<file path="src/rtl/mem_port_arbiter.sv">
// mem_port_arbiter: shares the single off-chip memory port between the I-cache
// fill path and the D-cache fill/write-back path, one transaction at a time.
module mem_port_arbiter #(
    parameter int ADDR_W = 28,
    parameter int DATA_W = 128,
    parameter int D_PRIO = 1
) (
    input  logic              clk,
    input  logic              rst,
    input  logic              i_read,
    input  logic [ADDR_W-1:0] i_addr,
    output logic [DATA_W-1:0] i_rdata,
    output logic              i_ready,
    input  logic              d_read,
    input  logic              d_write,
    input  logic [ADDR_W-1:0] d_addr,
    input  logic [DATA_W-1:0] d_wdata,
    output logic [DATA_W-1:0] d_rdata,
    output logic              d_ready,
    output logic              mem_read,
    output logic              mem_write,
    output logic [ADDR_W-1:0] mem_addr,
    output logic [DATA_W-1:0] mem_wdata,
    input  logic [DATA_W-1:0] mem_rdata,
    input  logic              mem_ready
);
    localparam logic [1:0] IDLE   = 2'd0;
    localparam logic [1:0] BUSY_I = 2'd1;
    localparam logic [1:0] BUSY_D = 2'd2;

    logic [1:0] state;
    logic       last_d;
    logic       d_req;
    logic       grant_i;
    logic       grant_d;

    assign d_req = d_read | d_write;
    // On a tie D wins under fixed priority, otherwise whoever was not served last.
    assign grant_d = (state == IDLE) && d_req && (!i_read || (D_PRIO != 0) || !last_d);
    assign grant_i = (state == IDLE) && i_read && !grant_d;

    always_ff @(posedge clk or posedge rst) begin
        if (rst) begin
            state     <= IDLE;
            last_d    <= 1'b0;
            mem_read  <= 1'b0;
            mem_write <= 1'b0;
            mem_addr  <= '0;
            mem_wdata <= '0;
        end else if (grant_i || grant_d) begin
            state     <= grant_d ? BUSY_D : BUSY_I;
            mem_addr  <= grant_d ? d_addr : i_addr;
            mem_read  <= grant_i || !d_write;
            mem_write <= grant_d && d_write;
            if (grant_d && d_write)
                mem_wdata <= d_wdata;
        end else if (state != IDLE && mem_ready) begin
            state     <= IDLE;
            last_d    <= (state == BUSY_D);
            mem_read  <= 1'b0;
            mem_write <= 1'b0;
        end
    end

    assign i_ready = mem_ready && (state == BUSY_I);
    assign d_ready = mem_ready && (state == BUSY_D);
    assign i_rdata = mem_rdata;
    assign d_rdata = mem_rdata;
endmodule

</file>
<file path="config.mk">
export PLATFORM = sky130hd
export DESIGN_NAME = mem_port_arbiter
export DESIGN_NICKNAME = d
export VERILOG_FILES = /design/src/rtl/mem_port_arbiter.sv
export SDC_FILE = /design/constraint.sdc
export NUM_CORES = 1
export LEC_CHECK = 0
export ABC_AREA = 1
export BUFFER_PORTS_ARGS = -buffer_cell sky130_fd_sc_hd__buf_2
export CORE_AREA = 8 8 280 282
export CTS_CLUSTER_SIZE = 8
export DETAILED_ROUTE_END_ITERATION = 16
export DIE_AREA = 0 0 288 290
export GPL_TIMING_DRIVEN = 0
export PLACE_DENSITY_LB_ADDON = 0.15
export SLEW_MARGIN = 20
export SYNTH_ARGS = -nofsm -noshare
export SYNTH_HDL_FRONTEND = slang
export SYNTH_SLANG_ARGS = --single-unit
</file>
<file path="constraint.sdc">
create_clock -name clk -period 5.2 [get_ports clk]
set_input_delay 0.52 -clock clk [delete_from_list [all_inputs] [get_ports clk]]
set_output_delay 0.52 -clock clk [all_outputs]
set_load 0.005 [all_outputs]
</file>
==> impl_metrics.env, run 1 <==
export IMPL_post_drt_via_cell_ratio=3.35
export IMPL_first_global_vias=9620
export IMPL_fmaxAchievable_mhz=521
export IMPL_first_pass_iters=4
export IMPL_clock_pin_transition_on_the_worst_setup_and_hold_timing_paths_ns=0.08
export IMPL_cellPowerDensity_mw_per_mm2=462
export IMPL_clk_root_buffer_cell="sky130_fd_sc_hd__clkbuf_16"
export IMPL_vias=9021
export IMPL_worstSetupStartpointType="input port"
export IMPL_layout_filler_cells=8559
export IMPL_cts_sinks=160
export IMPL_synth_fp_nets=1392
export IMPL_floorplan_core_area_sq_mm=0.0738
export IMPL_critical_path_arrival_ns=2.33
export IMPL_final_cells=2690
export IMPL_netlist_area_leader_share=0.457
export IMPL_criticalPathCategory="input port to flip-flop"
export IMPL_leading_post_synthesis_cells_by_cell_area="sky130_fd_sc_hd__dfrtp_1 46%, sky130_fd_sc_hd__buf_4 22%, sky130_fd_sc_hd__nand2_1 14%"
export IMPL_synth_largest_area_cell="sky130_fd_sc_hd__dfrtp_1"
export IMPL_pin_count=734
export IMPL_place_gp_congestion=0.725
export IMPL_final_hold_violation_count=0
export IMPL_cts_repair_resize_count=0
export IMPL_critical_path_cell_count=5
export IMPL_route_detailed_wl_per_inst_um=17.0
export IMPL_regToRegSetupSlack_ns=3.29
export IMPL_tritoncts_num_buffers=17
export IMPL_die_w_um=288
export IMPL_rsz0062_at_grt="false"
export IMPL_cts_buffer_depth=2
export IMPL_wire_length_of_the_first_global_routing_pass_um=65100
export IMPL_max_cap_viols=0
export IMPL_syn2layout_area_growth_pct=56.0
export IMPL_totalPowerFinal_mw=6.31
export IMPL_overflow=0
export IMPL_setup_worst_path_start="d_write"
export IMPL_worst_slew_pin_transition_ns=0.872
export IMPL_min_path_type="input port to async pin"
export IMPL_nNetsFinal=2017
export IMPL_setup_viol=0
export IMPL_final_setup_skew_ns=0.00748
export IMPL_placed_cells=2649
export IMPL_drive_gt1_frac=0.550
export IMPL_synth_area_per_cell_sq_um=8.15
export IMPL_finalCritPeriodShare=0.369
export IMPL_worst_endpoint_required_ns=5.61
export IMPL_groute_usage_overall=0.105
export IMPL_initialDrtViolationCount=337
export IMPL_ant_nets=0
export IMPL_run_status="completed"
export IMPL_cts_tree="built"
export IMPL_worst_r2r_path_depth=5
export IMPL_h_tree_depth=4
export IMPL_min_period_ns=1.92
export IMPL_worst_flop_to_flop_path_endpoint="mem_wdata[42]$_DFFE_PP0P_"
export IMPL_slowest_delay_ns=0.70
export IMPL_rows=100
export IMPL_cp_endpoint="mem_wdata[42]$_DFFE_PP0P_"
export IMPL_maximum_number_of_pins_on_one_net_before_global_route_repair=86
export IMPL_worstPathMaxFanout=10
export IMPL_worst_ir_drop_vdd_mv=0.175
export IMPL_drt_total_wl_um=45700
export IMPL_mappedNetlistArea_sq_mm=0.00876
export IMPL_detail_route_drc_violations=0
export IMPL_synth_yosys_seq_area_share=0.457
export IMPL_die_outline_height_um=290
export IMPL_buffers_inverters_on_critical_path=3
export IMPL_post_route_util=0.185
export IMPL_initial_utilization=0.119
export IMPL_leakagePower_nw=7.92
export IMPL_postSynthCellCount=1074
export IMPL_post_cts_hold_buffer_count=0
export IMPL_maxSlewViolCount=0
export IMPL_antenna_violations_before_repair=15
export IMPL_ys_warnings_count=0
export IMPL_reg2reg_from="state[1]$_DFFE_PP0P_"
export IMPL_timing_critical_path_max_delay_family="buffers and inverters"
export IMPL_buffer_ports_inserted=605
export IMPL_insertion_delay_ns=0.48
export IMPL_yosys_register_bits=160
export IMPL_cpMostUsedCell="sky130_fd_sc_hd__buf_2"
export IMPL_critical_path_slowest_cell="sky130_fd_sc_hd__clkbuf_1"
export IMPL_floorplan_die_area_sq_mm=0.0835
export IMPL_count_of_cell_types_in_the_netlist=14
export IMPL_dp_hpwl_um=37700
export IMPL_timing_max_slew_rel_slack=0.419
export IMPL_post_cts_setup_buffers=0
export IMPL_end_kind="flip-flop"
export IMPL_crit_path_cell_trace="buf_2 > buf_2 > clkbuf_1 > nand3_1 > nand2_1"
per-stage QoR:
stage                     instance area, sq um  worst slack [ns]  hold slack, ns  TNS (ns)
final                                    13700              3.28          0.0749         0
after global routing                     13600              3.10          0.0923         0
after CTS                                13600              3.08          0.0958         0
after detailed placement                 13000              2.57           0.453         0
after global placement                   13000             -2.69           0.452   -424.97
after floorplan                           8760             0.360           0.465         0
kinds of logic (layout without fill, tap and decap cells):
family          Yosys count  count (layout)  share of synthesized area
compound gates            1               1                   0.000571
other cells               0               9                          0
flops                   160             160                      0.457
simple gates            542             542                      0.266
buf+inv                 371            1009                      0.276
worst reg2reg max path: stages, from the launching register on:
cell,delay (ns)
sky130_fd_sc_hd__dfrtp_1,0.45
sky130_fd_sc_hd__nor2_4,0.22
sky130_fd_sc_hd__buf_4,0.32
sky130_fd_sc_hd__buf_2,0.51
sky130_fd_sc_hd__nand3_1,0.23
sky130_fd_sc_hd__nand2_1,0.13
state kept, by name (all words and copies together) (netlist names):
register   cells
mem_wdata    128
mem_addr      28
state          2
mem_read       1
mem_write      1
area by class of cell:
type / instances / area, sq um / share of cell area
Clock buffer: 19 / 453 / 0.0332
Clock inverter: 13 / 151 / 0.0111
Buffer: 315 / 2210 / 0.162
Multi-Input combinational cell: 543 / 2330 / 0.171
Inverter: 56 / 218 / 0.0159
Timing Repair Buffer: 606 / 3060 / 0.224
Sequential cell: 160 / 4000 / 0.293
Antenna cell: 9 / 22.5 / 0.00165
Tap cell: 969 / 1210 / 0.0888
routing by layer:
metal	share of wire	global-route usage	wire length, um	vias up
li1	-	-	-	4378
met1	0.38	0.111	17300	4205
met2	0.52	0.192	23700	378
met3	0.084	0.0397	3830	46
met4	0.017	0.0298	768	14
met5	0.0017	0	77	-
layout by cell type, fill, tap and decap left out:
master	synthesis	layout
sky130_fd_sc_hd__clkinv_4	0	2
sky130_fd_sc_hd__inv_1	55	54
sky130_fd_sc_hd__clkbuf_1	13	12
sky130_fd_sc_hd__buf_4	262	262
sky130_fd_sc_hd__nand2_1	318	318
sky130_fd_sc_hd__clkbuf_8	0	2
sky130_fd_sc_hd__clkbuf_2	0	1
sky130_fd_sc_hd__nand3_1	214	214
sky130_fd_sc_hd__inv_6	0	4
sky130_fd_sc_hd__diode_2	0	9
sky130_fd_sc_hd__buf_1	5	5
sky130_fd_sc_hd__buf_2	35	640
sky130_fd_sc_hd__inv_2	1	1
sky130_fd_sc_hd__clkbuf_16	0	17
sky130_fd_sc_hd__inv_8	0	2
sky130_fd_sc_hd__dfrtp_1	160	160
sky130_fd_sc_hd__nand4_1	4	4
sky130_fd_sc_hd__nor2_1	2	2
sky130_fd_sc_hd__buf_16	0	1
sky130_fd_sc_hd__bufinv_16	0	2
sky130_fd_sc_hd__clkinvlp_4	0	3
sky130_fd_sc_hd__nand2_2	3	3
sky130_fd_sc_hd__o21ai_0	1	1
sky130_fd_sc_hd__clkinv_2	0	1
sky130_fd_sc_hd__nor2_4	1	1
worst min path at each step:
stage,startpoint,endpoint,slack (ns),cells past startpoint
6_report,rst,mem_wdata[117]$_DFFE_PP0P_,0.07,2
5_1_grt,rst,mem_wdata[117]$_DFFE_PP0P_,0.09,2
4_1_cts,rst,mem_wdata[117]$_DFFE_PP0P_,0.1,2
3_5_place_dp,mem_wdata[122]$_DFFE_PP0P_,mem_wdata[122]$_DFFE_PP0P_,0.45,2
3_3_place_gp,mem_wdata[54]$_DFFE_PP0P_,mem_wdata[54]$_DFFE_PP0P_,0.45,2
2_1_floorplan,mem_wdata[0]$_DFFE_PP0P_,mem_wdata[0]$_DFFE_PP0P_,0.47,2
where the power goes:
group,switching (mW),internal (mW)
logic,1.67,1.11
clock network,0.620,0.742
registers,0.317,1.85
total,2.60,3.70
synthesized netlist by cell type:
library cell and number:
sky130_fd_sc_hd__buf_1 5, sky130_fd_sc_hd__buf_4 262, sky130_fd_sc_hd__o21ai_0 1, sky130_fd_sc_hd__inv_1 55, sky130_fd_sc_hd__nand3_1 214, sky130_fd_sc_hd__inv_2 1, sky130_fd_sc_hd__nand4_1 4, sky130_fd_sc_hd__nor2_4 1
sky130_fd_sc_hd__nand2_1 318, sky130_fd_sc_hd__nand2_2 3, sky130_fd_sc_hd__nor2_1 2, sky130_fd_sc_hd__buf_2 35, sky130_fd_sc_hd__clkbuf_1 13, sky130_fd_sc_hd__dfrtp_1 160
(Power assumes the default switching activity.)
==> inputs of run 2 (changes only) <==
--- a/config.mk
+++ b/config.mk
@@ -7,10 +7,10 @@
 export LEC_CHECK = 0
 export ABC_AREA = 1
 export BUFFER_PORTS_ARGS = -buffer_cell sky130_fd_sc_hd__buf_2
-export CORE_AREA = 8 8 280 282
+export CORE_AREA = 8 8 283 285
 export CTS_CLUSTER_SIZE = 8
 export DETAILED_ROUTE_END_ITERATION = 16
-export DIE_AREA = 0 0 288 290
+export DIE_AREA = 0 0 291 293
 export GPL_TIMING_DRIVEN = 0
 export PLACE_DENSITY_LB_ADDON = 0.15
 export SLEW_MARGIN = 20
==> constraint.sdc (replaced) <==
create_clock -name clk -period 1.59 [get_ports clk]
set_input_delay 0.159 -clock clk [delete_from_list [all_inputs] [get_ports clk]]
set_output_delay 0.159 -clock clk [all_outputs]
set_load 0.005 [all_outputs]
==> impl_metrics.env, run 2 (synthesized netlist as in run 1, its figures left out) <==
export IMPL_mostFrequentLayoutCell="sky130_fd_sc_hd__buf_2"
export IMPL_floorplan_core_area_sq_mm=0.0754
export IMPL_cts_buffer_depth=2
export IMPL_top_regs="mem_wdata x128, mem_addr x28, state x2"
export IMPL_end_kind="flip-flop"
export IMPL_worst_flop_to_flop_path_endpoint="mem_addr[3]$_DFFE_PP0P_"
export IMPL_first_pass_iters=4
export IMPL_maximum_number_of_pins_on_one_net_before_global_route_repair=30
export IMPL_vias=9610
export IMPL_rows=101
export IMPL_hold_slack_ns=0.0530
export IMPL_buffer_ports_inserted=605
export IMPL_initialDrtViolationCount=351
export IMPL_final_critical_path_setup_slack_ns=0.107
export IMPL_h_tree_depth=4
export IMPL_route_detailed_wl_per_inst_um=16.1
export IMPL_overflow=0
export IMPL_first_global_vias=10700
export IMPL_syn2layout_area_growth_pct=78.9
export IMPL_hold_end="mem_addr[23]$_DFFE_PP0P_"
export IMPL_layout_filler_cells=8519
export IMPL_dp_hpwl_um=38600
export IMPL_seqCellArea_sq_mm=0.00401
export IMPL_area_used_by_multi_input_combinational_logic_sq_mm=0.00235
export IMPL_worstPathMaxFanout=10
export IMPL_critical_path_slowest_cell="sky130_fd_sc_hd__dfrtp_2"
export IMPL_wire_length_of_the_first_global_routing_pass_um=68100
export IMPL_drive_gt1_frac=0.504
export IMPL_worst_endpoint_required_ns=1.95
export IMPL_nNetsFinal=2204
export IMPL_crit_path_cell_trace="nor2_4 > buf_12 > buf_12 > buf_8 > nand3_1 > nand3_1 > nand2_1"
export IMPL_ant_nets=0
export IMPL_post_route_util=0.208
export IMPL_min_path_type="input port to flip-flop"
export IMPL_dpl_worst_slack_ns=-0.353
export IMPL_setup_viol=0
export IMPL_antenna_violations_before_repair=3
export IMPL_cts_sinks=160
export IMPL_finalInstanceArea_sq_mm=0.0157
export IMPL_slowest_delay_ns=0.45
export IMPL_mostFrequentLayoutCells="627 x sky130_fd_sc_hd__buf_2, 317 x sky130_fd_sc_hd__nand2_1, 272 x sky130_fd_sc_hd__buf_4"
export IMPL_die_outline_height_um=293
export IMPL_final_setup_skew_ns=0.00779
export IMPL_place_gp_congestion=0.749
export IMPL_max_cap_viols=0
export IMPL_finalCritPeriodShare=0.933
export IMPL_placement_cell_area_sq_mm=0.0131
export IMPL_final_cells=2878
export IMPL_cellPowerDensity_mw_per_mm2=1370
export IMPL_rsz0062_at_grt="true"
export IMPL_reg2reg_from="state[1]$_DFFE_PP0P_"
export IMPL_largest_register_ff_count=128
export IMPL_min_period_ns=1.48
export IMPL_pin_count=734
export IMPL_regToRegSetupSlack_ns=0.11
export IMPL_largest_register_by_flop_count="mem_wdata"
export IMPL_floorplan_die_area_sq_mm=0.0853
export IMPL_initial_utilization=0.116
export IMPL_groute_usage_overall=0.105
export IMPL_fmaxAchievable_mhz=674
export IMPL_worst_slew_pin_transition_ns=0.726
export IMPL_worstSetupStartpointType="flip-flop"
export IMPL_maxSlewViolCount=0
export IMPL_totalPowerFinal_mw=21.5
export IMPL_worst_ir_drop_vdd_mv=0.708
export IMPL_placed_cells=2663
export IMPL_worst_r2r_path_depth=7
export IMPL_leakagePower_nw=8.76
export IMPL_die_w_um=291
export IMPL_timing_max_slew_rel_slack=0.516
export IMPL_criticalPathCategory="flip-flop to flip-flop"
export IMPL_setup_tns_ns=0
export IMPL_whs_path_depth=5
export IMPL_critical_path_arrival_ns=1.84
export IMPL_post_drt_via_cell_ratio=3.34
export IMPL_run_status="completed"
export IMPL_hold_path_startpoint="i_addr[23]"
export IMPL_tritoncts_num_buffers=17
export IMPL_drt_total_wl_um=46200
export IMPL_insertion_delay_ns=0.48
export IMPL_final_hold_violation_count=0
export IMPL_cts_tree="built"
export IMPL_detail_route_drc_violations=0
export IMPL_clock_pin_transition_on_the_worst_setup_and_hold_timing_paths_ns=0.07
export IMPL_clk_root_buffer_cell="sky130_fd_sc_hd__clkbuf_16"
## run 2: cell types whose count changed in the layout (fill, tap and decap cells not counted), sizes merged
cell,previous run,this run
inv,61,57
bufinv,2,3
clkinvlp,3,4
diode,9,1
clkbuf,32,38
dlygate4sd3,0,177
buf,908,914
## run 2: repair_timing
item / 4_1_cts / 5_1_grt
buffers inserted: 2 / 3
hold endpoints to repair: 174 / 0
endpoints found under the setup margin: 151 / 53
hold buffers: 177 / 0
pin swaps: 1 / 2
gates resized for setup: 21 / 13
## run 2: worst max-delay path by stage
| stage | startpoint | to | slack (ns) |
|---|---|---|---|
| 2_1_floorplan | rst | mem_addr[0]$_DFFE_PP0P_ | -0.60 |
| 3_3_place_gp | rst | mem_addr[18]$_DFFE_PP0P_ | -2.22 |
| 3_5_place_dp | state[1]$_DFFE_PP0P_ | mem_wdata[113]$_DFFE_PP0P_ | -0.35 |
| 4_1_cts | state[0]$_DFFE_PP0P_ | mem_addr[4]$_DFFE_PP0P_ | 0.004 |
| 5_1_grt | state[1]$_DFFE_PP0P_ | mem_wdata[84]$_DFFE_PP0P_ | -0.01 |
| 6_report | state[1]$_DFFE_PP0P_ | mem_addr[3]$_DFFE_PP0P_ | 0.11 |
## run 2: critical path, delay by kind of cell, from the launching register on
| family | cells | cell delay (ns) |
|---|---|---|
| flip-flops | 1 | 0.45 |
| buffers and inverters | 3 | 0.45 |
| AND/OR/NAND/NOR | 4 | 0.46 |
## run 2: final cells by class
type,instances,area share
repair buffers,793,0.317
flip-flops and latches,160,0.256
multi-input cells,543,0.150
plain buffers,315,0.146
well taps,978,0.0781
clock buffers,21,0.0294
inverters,56,0.0137
clock inverters,11,0.00975
diodes,1,0.000160
## run 2: routing by layer
metal / vias to the layer above / global-route usage / wire length, um
li1: 4734 / - / -
met1: 4483 / 0.113 / 18100
met2: 365 / 0.190 / 24100
met3: 28 / 0.0417 / 3450
met4: 0 / 0.0265 / 615
met5: - / 0 / 0
## run 2: report_power, final
part	internal, mW	total, mW	switching, mW
Combinational	4.30	9.91	5.61
Clock	2.56	4.54	1.97
Sequential	6.05	7.06	1.01
